## src/rtl/multi_cycle_cpu_io_pkg.sv

```systemverilog
// Shared definitions for the multi-cycle MIPS-subset core: opcodes, funcs,
// FSM encoding and the default reset vector.
package multi_cycle_cpu_io_pkg;

  localparam logic [31:0] RESET_PC_DEF = 32'h0000_0000;

  typedef enum logic [1:0] {
    S_FETCH = 2'd0,
    S_EXEC  = 2'd1,
    S_MEM   = 2'd2,
    S_HALT  = 2'd3
  } state_e;

  localparam logic [5:0] OP_RTYPE = 6'h00;
  localparam logic [5:0] OP_J     = 6'h02;
  localparam logic [5:0] OP_JAL   = 6'h03;
  localparam logic [5:0] OP_BEQ   = 6'h04;
  localparam logic [5:0] OP_BNE   = 6'h05;
  localparam logic [5:0] OP_ADDI  = 6'h08;
  localparam logic [5:0] OP_ADDIU = 6'h09;
  localparam logic [5:0] OP_SLTI  = 6'h0A;
  localparam logic [5:0] OP_ANDI  = 6'h0C;
  localparam logic [5:0] OP_ORI   = 6'h0D;
  localparam logic [5:0] OP_XORI  = 6'h0E;
  localparam logic [5:0] OP_LUI   = 6'h0F;
  localparam logic [5:0] OP_LB    = 6'h20;
  localparam logic [5:0] OP_LW    = 6'h23;
  localparam logic [5:0] OP_LBU   = 6'h24;
  localparam logic [5:0] OP_SB    = 6'h28;
  localparam logic [5:0] OP_SW    = 6'h2B;

  localparam logic [5:0] FN_SLL  = 6'h00;
  localparam logic [5:0] FN_SRL  = 6'h02;
  localparam logic [5:0] FN_SRA  = 6'h03;
  localparam logic [5:0] FN_JR   = 6'h08;
  localparam logic [5:0] FN_ADD  = 6'h20;
  localparam logic [5:0] FN_ADDU = 6'h21;
  localparam logic [5:0] FN_SUB  = 6'h22;
  localparam logic [5:0] FN_AND  = 6'h24;
  localparam logic [5:0] FN_OR   = 6'h25;
  localparam logic [5:0] FN_XOR  = 6'h26;
  localparam logic [5:0] FN_SLT  = 6'h2A;

  function automatic logic [31:0] sext16(input logic [15:0] v);
    return {{16{v[15]}}, v};
  endfunction

endpackage

```

## src/rtl/mcpu_regfile.sv

```systemverilog
// 31x32 register file; $0 is hardwired zero. Two async read ports, one
// synchronous write port, synchronous clear of every register.
module mcpu_regfile (
  input  logic        clk,
  input  logic        clr,
  input  logic [4:0]  ra1_i,
  input  logic [4:0]  ra2_i,
  output logic [31:0] rd1_o,
  output logic [31:0] rd2_o,
  input  logic        we_i,
  input  logic [4:0]  wa_i,
  input  logic [31:0] wd_i
);

  logic [31:0] regs_q [1:31];

  always_ff @(posedge clk) begin
    if (clr) begin
      for (int i = 1; i < 32; i++) regs_q[i] <= '0;
    end else if (we_i && (wa_i != 5'd0)) begin
      regs_q[wa_i] <= wd_i;
    end
  end

  assign rd1_o = (ra1_i == 5'd0) ? 32'h0 : regs_q[ra1_i];
  assign rd2_o = (ra2_i == 5'd0) ? 32'h0 : regs_q[ra2_i];

endmodule

```

## src/rtl/multi_cycle_cpu_io.sv

```systemverilog
// Multi-cycle MIPS-subset core with a single shared memory/I-O port.
// FETCH -> EXEC -> (MEM) -> FETCH; faults park the core in HALT until clr.
module multi_cycle_cpu_io
  import multi_cycle_cpu_io_pkg::*;
#(
  parameter logic [31:0] RESET_PC = RESET_PC_DEF,
  parameter bit          EN_BYTE  = 1'b1,
  parameter bit          EN_SLT   = 1'b1
) (
  input  logic        clk,
  input  logic        clr,
  output logic [31:0] m_addr,
  output logic        m_req,
  output logic        m_write,
  output logic [3:0]  m_be,
  input  logic        m_ready,
  input  logic [31:0] d_f_mem,
  output logic [31:0] d_t_mem,
  output logic [31:0] pc,
  output logic        halted,
  output logic [31:0] retired
);

  state_e      state_q;
  logic [31:0] pc_q, ir_q, addr_q, sdata_q, retired_q;
  logic [3:0]  be_q;
  logic        write_q;

  logic [5:0]  op, funct;
  logic [4:0]  rs, rt, rd, shamt;
  logic [15:0] imm;
  logic [31:0] a, b, simm, zimm, pc4, ea;

  assign op    = ir_q[31:26];
  assign rs    = ir_q[25:21];
  assign rt    = ir_q[20:16];
  assign rd    = ir_q[15:11];
  assign shamt = ir_q[10:6];
  assign funct = ir_q[5:0];
  assign imm   = ir_q[15:0];
  assign simm  = sext16(imm);
  assign zimm  = {16'h0, imm};
  assign pc4   = pc_q + 32'd4;
  assign ea    = a + simm;

  logic        ex_illegal, ex_mem, ex_store, ex_we;
  logic [4:0]  ex_wa;
  logic [31:0] ex_wd, ex_pc, ex_sdata;
  logic [3:0]  ex_be;

  always_comb begin
    ex_illegal = 1'b0;
    ex_mem     = 1'b0;
    ex_store   = 1'b0;
    ex_we      = 1'b0;
    ex_wa      = rt;
    ex_wd      = 32'h0;
    ex_pc      = pc4;
    ex_be      = 4'hF;
    ex_sdata   = b;
    case (op)
      OP_RTYPE: begin
        ex_wa = rd;
        ex_we = 1'b1;
        case (funct)
          FN_ADD, FN_ADDU: ex_wd = a + b;
          FN_SUB:  ex_wd = a - b;
          FN_AND:  ex_wd = a & b;
          FN_OR:   ex_wd = a | b;
          FN_XOR:  ex_wd = a ^ b;
          FN_SLL:  ex_wd = b << shamt;
          FN_SRL:  ex_wd = b >> shamt;
          FN_SRA:  ex_wd = $signed(b) >>> shamt;
          FN_SLT:  begin
            ex_wd      = {31'h0, $signed(a) < $signed(b)};
            ex_illegal = !EN_SLT;
          end
          FN_JR:   begin
            ex_we = 1'b0;
            ex_pc = a;
          end
          default: ex_illegal = 1'b1;
        endcase
      end
      OP_ADDI, OP_ADDIU: begin ex_we = 1'b1; ex_wd = a + simm; end
      OP_ANDI: begin ex_we = 1'b1; ex_wd = a & zimm; end
      OP_ORI:  begin ex_we = 1'b1; ex_wd = a | zimm; end
      OP_XORI: begin ex_we = 1'b1; ex_wd = a ^ zimm; end
      OP_LUI:  begin ex_we = 1'b1; ex_wd = {imm, 16'h0}; end
      OP_SLTI: begin
        ex_we      = 1'b1;
        ex_wd      = {31'h0, $signed(a) < $signed(simm)};
        ex_illegal = !EN_SLT;
      end
      OP_BEQ:  if (a == b) ex_pc = pc4 + (simm << 2);
      OP_BNE:  if (a != b) ex_pc = pc4 + (simm << 2);
      OP_J:    ex_pc = {pc4[31:28], ir_q[25:0], 2'b00};
      OP_JAL:  begin
        ex_pc = {pc4[31:28], ir_q[25:0], 2'b00};
        ex_we = 1'b1;
        ex_wa = 5'd31;
        ex_wd = pc4;
      end
      OP_LW:   begin ex_mem = 1'b1; ex_illegal = (ea[1:0] != 2'b00); end
      OP_SW:   begin
        ex_mem     = 1'b1;
        ex_store   = 1'b1;
        ex_illegal = (ea[1:0] != 2'b00);
      end
      OP_LB, OP_LBU: begin ex_mem = 1'b1; ex_illegal = !EN_BYTE; end
      OP_SB:   begin
        ex_mem     = 1'b1;
        ex_store   = 1'b1;
        ex_be      = 4'b0001 << ea[1:0];
        ex_sdata   = {4{b[7:0]}};
        ex_illegal = !EN_BYTE;
      end
      default: ex_illegal = 1'b1;
    endcase
  end

  // Load return path: pick the addressed lane, then extend per opcode.
  logic [31:0] lane_sh, ld_data;
  assign lane_sh = d_f_mem >> {addr_q[1:0], 3'b000};
  always_comb begin
    case (op)
      OP_LB:   ld_data = {{24{lane_sh[7]}}, lane_sh[7:0]};
      OP_LBU:  ld_data = {24'h0, lane_sh[7:0]};
      default: ld_data = d_f_mem;
    endcase
  end

  logic        rf_we;
  logic [4:0]  rf_wa;
  logic [31:0] rf_wd;
  assign rf_we = ((state_q == S_EXEC) && ex_we && !ex_illegal) ||
                 ((state_q == S_MEM) && m_ready && !write_q);
  assign rf_wa = (state_q == S_MEM) ? rt : ex_wa;
  assign rf_wd = (state_q == S_MEM) ? ld_data : ex_wd;

  mcpu_regfile u_rf (
    .clk   (clk),
    .clr   (clr),
    .ra1_i (rs),
    .ra2_i (rt),
    .rd1_o (a),
    .rd2_o (b),
    .we_i  (rf_we),
    .wa_i  (rf_wa),
    .wd_i  (rf_wd)
  );

  always_ff @(posedge clk) begin
    if (clr) begin
      state_q   <= S_FETCH;
      pc_q      <= RESET_PC;
      retired_q <= 32'h0;
    end else begin
      case (state_q)
        S_FETCH: if (m_ready) begin
          ir_q    <= d_f_mem;
          state_q <= S_EXEC;
        end
        S_EXEC: if (ex_illegal) begin
          state_q <= S_HALT;
        end else if (ex_mem) begin
          addr_q  <= ea;
          sdata_q <= ex_sdata;
          be_q    <= ex_be;
          write_q <= ex_store;
          state_q <= S_MEM;
        end else begin
          pc_q      <= ex_pc;
          retired_q <= retired_q + 32'd1;
          state_q   <= S_FETCH;
        end
        S_MEM: if (m_ready) begin
          pc_q      <= pc4;
          retired_q <= retired_q + 32'd1;
          state_q   <= S_FETCH;
        end
        default: state_q <= S_HALT;
      endcase
    end
  end

  assign m_req   = (state_q == S_FETCH) || (state_q == S_MEM);
  assign m_write = (state_q == S_MEM) && write_q;
  assign m_be    = (state_q == S_FETCH) ? 4'hF : (state_q == S_MEM) ? be_q : 4'h0;
  assign m_addr  = (state_q == S_MEM) ? addr_q : pc_q;
  assign d_t_mem = sdata_q;
  assign pc      = pc_q;
  assign halted  = (state_q == S_HALT);
  assign retired = retired_q;

endmodule

```

## config.mk

```make
export PLATFORM = sky130hd
export DESIGN_NAME = multi_cycle_cpu_io
export DESIGN_NICKNAME = d
export VERILOG_FILES = /design/src/rtl/multi_cycle_cpu_io_pkg.sv /design/src/rtl/mcpu_regfile.sv /design/src/rtl/multi_cycle_cpu_io.sv
export SDC_FILE = /design/constraint.sdc
export NUM_CORES = 2
export LEC_CHECK = 0
export BUFFER_PORTS_ARGS = -buffer_cell sky130_fd_sc_hd__buf_2
export CELL_PAD_IN_SITES_DETAIL_PLACEMENT = 1
export CELL_PAD_IN_SITES_GLOBAL_PLACEMENT = 2
export CORE_MARGIN = 1
export CORE_UTILIZATION = 44
export CTS_CLUSTER_DIAMETER = 50
export DETAILED_ROUTE_END_ITERATION = 10
export PLACE_DENSITY = 0.91
export SLEW_MARGIN = 20
export SYNTH_ARGS = -nofsm -noshare
export SYNTH_HDL_FRONTEND = slang
export SYNTH_SLANG_ARGS = --single-unit
```

## constraint.sdc

```tcl
create_clock -name clk -period 15.7 [get_ports clk]
set_input_delay 2.355 -clock clk [delete_from_list [all_inputs] [get_ports clk]]
set_output_delay 2.355 -clock clk [all_outputs]
set_load 0.05 [all_outputs]
```

=== Word-level counts from Yosys, hierarchy flattened ===
Memory sizes are Yosys's and may differ from the RTL's. A register that Yosys moved wholly into a read port is not among the register bits.
Index checks and enable logic that the tools add are counted.

* Add/sub/neg operators: 6
* $lt $le $gt $ge: 2
* Equality and inequality tests: 35
* Shift-type cells: 5
* Muxes and demuxes: 45
* Bitwise operators: 8
* Reductions and logical operators: 32

{| class="wikitable"
|+ Operator list
! cell !! count
|-
| 2-to-1 mux 32 bit || 15
|-
| one-hot mux 32 bit (9 select lines) || 1
|-
| one-hot mux 32 bit (8 select lines) || 1
|-
| one-hot mux 32 bit (2 select lines) || 3
|-
| one-hot mux 32 bit (4 select lines) || 1
|-
| adder 32 bit || 3
|-
| equality test 6 bit (second input constant) || 12
|-
| equality test 6 x 4 -> 1 bit (second input constant) || 8
|-
| adder 32 x 1 -> 32 bit (second input constant) || 1
|-
| adder 32 x 3 -> 32 bit (second input constant) || 1
|-
| bitwise AND 32 x 16 -> 32 bit || 1
|-
| bitwise AND 32 bit || 1
|-
| equality test 32 bit || 1
|-
| < comparator 32 x 16 -> 1 bit || 1
|-
| < comparator 32 bit || 1
|-
| inequality test 32 bit || 1
|-
| bitwise OR 32 x 16 -> 32 bit || 1
|-
| bitwise OR 32 bit || 1
|-
| OR reduction 32 bit || 1
|-
| << shifter 32 x 5 -> 32 bit || 1
|-
| >> shifter 32 x 5 -> 32 bit || 1
|-
| >> shifter 32 x 5 -> 8 bit || 1
|-
| >>> shifter 32 x 5 -> 32 bit || 1
|-
| subtractor 32 bit || 1
|-
| other kinds (33) || 73
|}

* Flip-flop bits (word level): 167
* Memory bits (writable): 992
* Bits of input ports: 35
* Word-level logic and storage cells: 142
* Memories kept: 1

{| class="wikitable"
|+ Memory list
! memory !! depth !! width !! rd ports !! clocked after memory_dff !! wr ports !! RTL line !! text
|-
| u_rf.regs_q || 31 || 32 || 2 || 2 || 31 || mcpu_regfile.sv:15 || <nowiki>logic [31:0] regs_q [1:31];</nowiki>
|}

=== Depth between registers and ports, before layout ===
* Word-level depth: 14
* Gate-level depth with buffers: 34

=== Cells and area by module ===
A second synthesis with hierarchy kept.

* Cells, all modules: 6618
* Area, all modules: 76978.8 um^2

{| class="wikitable"
|+ Modules (own cells, without submodules)
! module !! times used !! cells each !! area each (um^2) !! seq. area each (um^2)
|-
| mcpu_regfile || 1 || 3761 || 54770.0 || 30749.5
|-
| multi_cycle_cpu_io || 1 || 2857 || 22208.8 || 4354.2
|}

=== Worst setup path before layout ===
OpenSTA, ideal clock, no wires.

* Path kind: register to register
* Start: register with a tool-made name
* End: register addr_q[0], enable pin
* Setup time: 0.581 ns
* Arrival time: 10.476 ns
* Data required time: 15.119 ns
* Path slack: 4.643 ns
* Cell stages (with the launch flop): 20
* Path buffers: 9
* Clock period less this slack: 11.057 ns
* Path through: dfxtp_1 buf_2 buf_2 buf_2 buf_2 buf_2 buf_2 buf_2 buf_2 buf_2 mux4_2 mux4_2 mux2i_1 nor2_1 ha_1 fa_1 o21ai_0 a31oi_1 a2111o_1 nor3_1

{| class="wikitable"
|+ RTL lines
! item !! RTL line !! text
|-
| to (signal assigned) || multi_cycle_cpu_io.sv:167 || <nowiki>addr_q <= ea;</nowiki>
|-
| to (decl) || multi_cycle_cpu_io.sv:25 || <nowiki>logic [31:0] pc_q, ir_q, addr_q, sdata_q, retired_q;</nowiki>
|}

==> impl_metrics.tcl <==
set metrics [dict create \
    status "finished clean" \
    hpwl_um 251300 \
    crit_type "reg2reg" \
    stdcell_count 9417 \
    clock_sink_count 1201 \
    start_kind "flop" \
    num_rows 153 \
    fin_nets 7198 \
    setup_violations 0 \
    post_cts_resized 0 \
    wl_per_cell_um 39.56 \
    crit_cells 22 \
    met3_length_um 49360 \
    total_leakage_power_uw 0.03091 \
    final-max-slew-violation-count 0 \
    end_kind "flop" \
    area_growth_pct 11.10 \
    cp_num_buf_inv 4 \
    ys_ff_latch 1201 \
    drtAntennaViolNets 0 \
    grt_overflow 0 \
    critPathMaxStageDelay_ns 0.81 \
    crit_chain "buf_4 > buf_4 > mux4_2 > mux4_2 > mux2_2 > nand2_1 > inv_1 > ha_1 > a21o_1 > a21o_1 > a2111oi_0 > nor3_1 > a21oi_1 > o21bai_1 > a31oi_1 > o21ai_1 > a31o_2 > a311oi_1 > a21oi_1 > a2111oi_4 > buf_4 > nor3_1" \
    cp_data_required_time_ns 16.23 \
    power_density_mw_per_mm2 154.5 \
    fin_util 0.4940 \
    syn_area_sq_mm 0.07754 \
    gp_congestion 1.022 \
    ios 170 \
    grt_pass1_vias 67990 \
    async_flop_share 0 \
    fin_crit_ns 9.308 \
    clk-insertion-delay-late_ns 0.85 \
    drt_wl_total_um 372500 \
    synth-edff-count 1125 \
    maxCapViolCount 0 \
    max-vdd-ir-drop_uv 103.8 \
    finClkSkew_ns 0.07462 \
    yosysWarnings 0 \
    layout_commonest_cell "nor2_1" \
    cts-root-buf "clkbuf_16" \
    fp.dieH_um 421.8 \
    slew_headroom 0.1539 \
    synth_cell_types 119 \
    synthFlopType "edfxtp_1" \
    wl_met2_um 163600 \
    most-common-layout-cells "nor2_1, edfxtp_1, mux4_2, mux2i_1, a21oi_1" \
    placeableCoreArea_sq_mm 0.1744 \
    antenna_found_initial 20 \
    hold_path_class "reg2reg" \
    holdPathStages 2 \
    cts_made_buffers 153 \
    rsz0062_at_grt "no" \
    die-area_sq_mm 0.1779 \
    grt_pass1_wl_um 519600 \
    hold_buffers 0 \
    drt_drc_violations_left 0 \
    clkTransAtPathRegs_ns 0.06 \
    numPortBuffers 169 \
    cts_tree "yes" \
    drive_gt1_frac 0.1953 \
    cts_setup_buffers 0 \
    vias_per_cell 7.239 \
    dr.max_layer_used "met5" \
    timing.final.crit_share 0.5929 \
    hold_viol 0 \
    fin_tns_setup_ns 0 \
    drtIter0Drc 11250 \
    die_w_um 421.8 \
    crit_family "compound AO/OA/AOI/OAI gates" \
    numPlacedInstances 9121 \
    crit_arrival_ns 9.84 \
    worstPathMaxFanout 32 \
    fmax_mhz 107.4 \
    grt.total_usage 0.4089 \
    vias 68170 \
    crit_path_frequent_cell "buf_4" \
    wl_met1_um 126700 \
    syn_area_per_cell_sq_um 11.15 \
    htree_levels 4 \
    cts.path.max_buffers 3 \
    slowest_stage "dfxtp_4" \
    max_slew.worst_pin.slew_ns 1.269 \
    grt_max_degree 107 \
    reg2reg_depth 22 \
    initial_core_util 0.4446 \
    yosysSeqAreaShare 0.4553 \
    syn_inst 6954 \
    dr.pass1.iters 7 \
]
-- layout make-up --
type / instances / area, sq um
clock buffer: 183 / 3991
clock inverter: 96 / 1097
tap: 2325 / 2909
inverter: 214 / 803.3
sequential: 1201 / 35330
fill: 18350 / 88250
timing repair buffer: 427 / 2985
multi-input combinational: 4961 / 39000
antenna: 10 / 25.02
-- cells in the mapped netlist (33+ instances only) --
| cell | count | area [sq um] |
|---|---|---|
| nand4_1 | 38 | 237.7 |
| a31oi_1 | 41 | 256.5 |
| edfxtp_1 | 1125 | 33780 |
| nand2b_1 | 74 | 462.9 |
| xor2_1 | 50 | 437.9 |
| clkbuf_1 | 326 | 1224 |
| mux4_1 | 46 | 1209 |
| mux2i_1 | 354 | 3543 |
| or3_1 | 33 | 206.5 |
| ha_1 | 201 | 2515 |
| a221oi_1 | 54 | 473.0 |
| buf_4 | 45 | 337.8 |
| a211oi_1 | 57 | 427.9 |
| nor2b_1 | 33 | 206.5 |
| nor2_1 | 1242 | 4662 |
| a21o_1 | 34 | 255.2 |
| o21ai_0 | 243 | 1216 |
| o211ai_1 | 39 | 292.8 |
| and3_1 | 35 | 219.0 |
| buf_1 | 49 | 183.9 |
| inv_1 | 198 | 743.2 |
| mux4_2 | 417 | 9392 |
| a22oi_1 | 154 | 1156 |
| nand2_1 | 362 | 1359 |
| nor3_1 | 197 | 986.0 |
| buf_2 | 130 | 650.6 |
| dfxtp_1 | 76 | 1521 |
| mux2_2 | 69 | 777.0 |
| nand3_1 | 125 | 625.6 |
| xnor2_1 | 73 | 639.4 |
| o221ai_1 | 33 | 289.0 |
| a21oi_1 | 358 | 1792 |
| o22ai_1 | 71 | 444.2 |
-- tightest hold or removal path: cells and delay by family, from the launching register on --
family	cells	cell delay [ns]
simple gates	2	0.15
flops	1	0.37
-- path summary, 6_finish.rpt --
kind	start	to	slack, ns
max	flop	u_rf.regs_q[30][27]$_SDFFCE_PN0P_	6.39
min	ir_q[21]$_DFFE_PP_	flop	0.50
max reg2reg	flop	u_rf.regs_q[30][27]$_SDFFCE_PN0P_	6.39
min reg2reg	ir_q[21]$_DFFE_PP_	flop	0.50
-- per-stage QoR --
| stage | setup slack (ns) | total power [uW] | hold WS, ns | cell area (sq um) |
|---|---|---|---|---|
| 3_3_place_gp | 6.757 | 9382 | 0.4667 | 80800 |
| 2_1_floorplan | 4.643 | 7334 | 0.4564 | 77660 |
| 6_report | 6.392 | 13310 | 0.4986 | 86150 |
| 5_1_grt | 6.008 | 13570 | 0.5214 | 86130 |
| 4_1_cts | 6.371 | 13030 | 0.4792 | 85930 |
| 3_5_place_dp | 6.545 | 9458 | 0.4857 | 80850 |
-- flip-flops by register name, indices dropped and copies added (netlist names), 2 cells and up, named ones only --
register and flops:
be_q 4, state_q 2, u_rf.regs_q 1024, ir_q 32, addr_q 32, pc 32, d_t_mem 32, retired 32
-- logic make-up after synthesis --
logic type	share of synthesized area
muxes	0.1927
adders and majority gates	0.03398
other	0.00004836
and+or+nand+nor	0.1318
AOI/OAI and AO/OA	0.1214
xor gates and xnor gates	0.01389
buffers and inverters	0.05091
DFF	0.4553
-- power breakdown --
group	internal [uW]	switching, uW
sequential	3670	181
combinational	1810	4060
clock	2060	1540
total	7540	5770
-- per-layer routing --
metal	GRT usage	up-vias
met3	0.1222	1660
met2	0.6186	5954
met5	0.001075	-
li1	-	26370
met1	0.4935	34160
met4	0.3039	18
No activity file was read; power rests on OpenSTA's default activity.
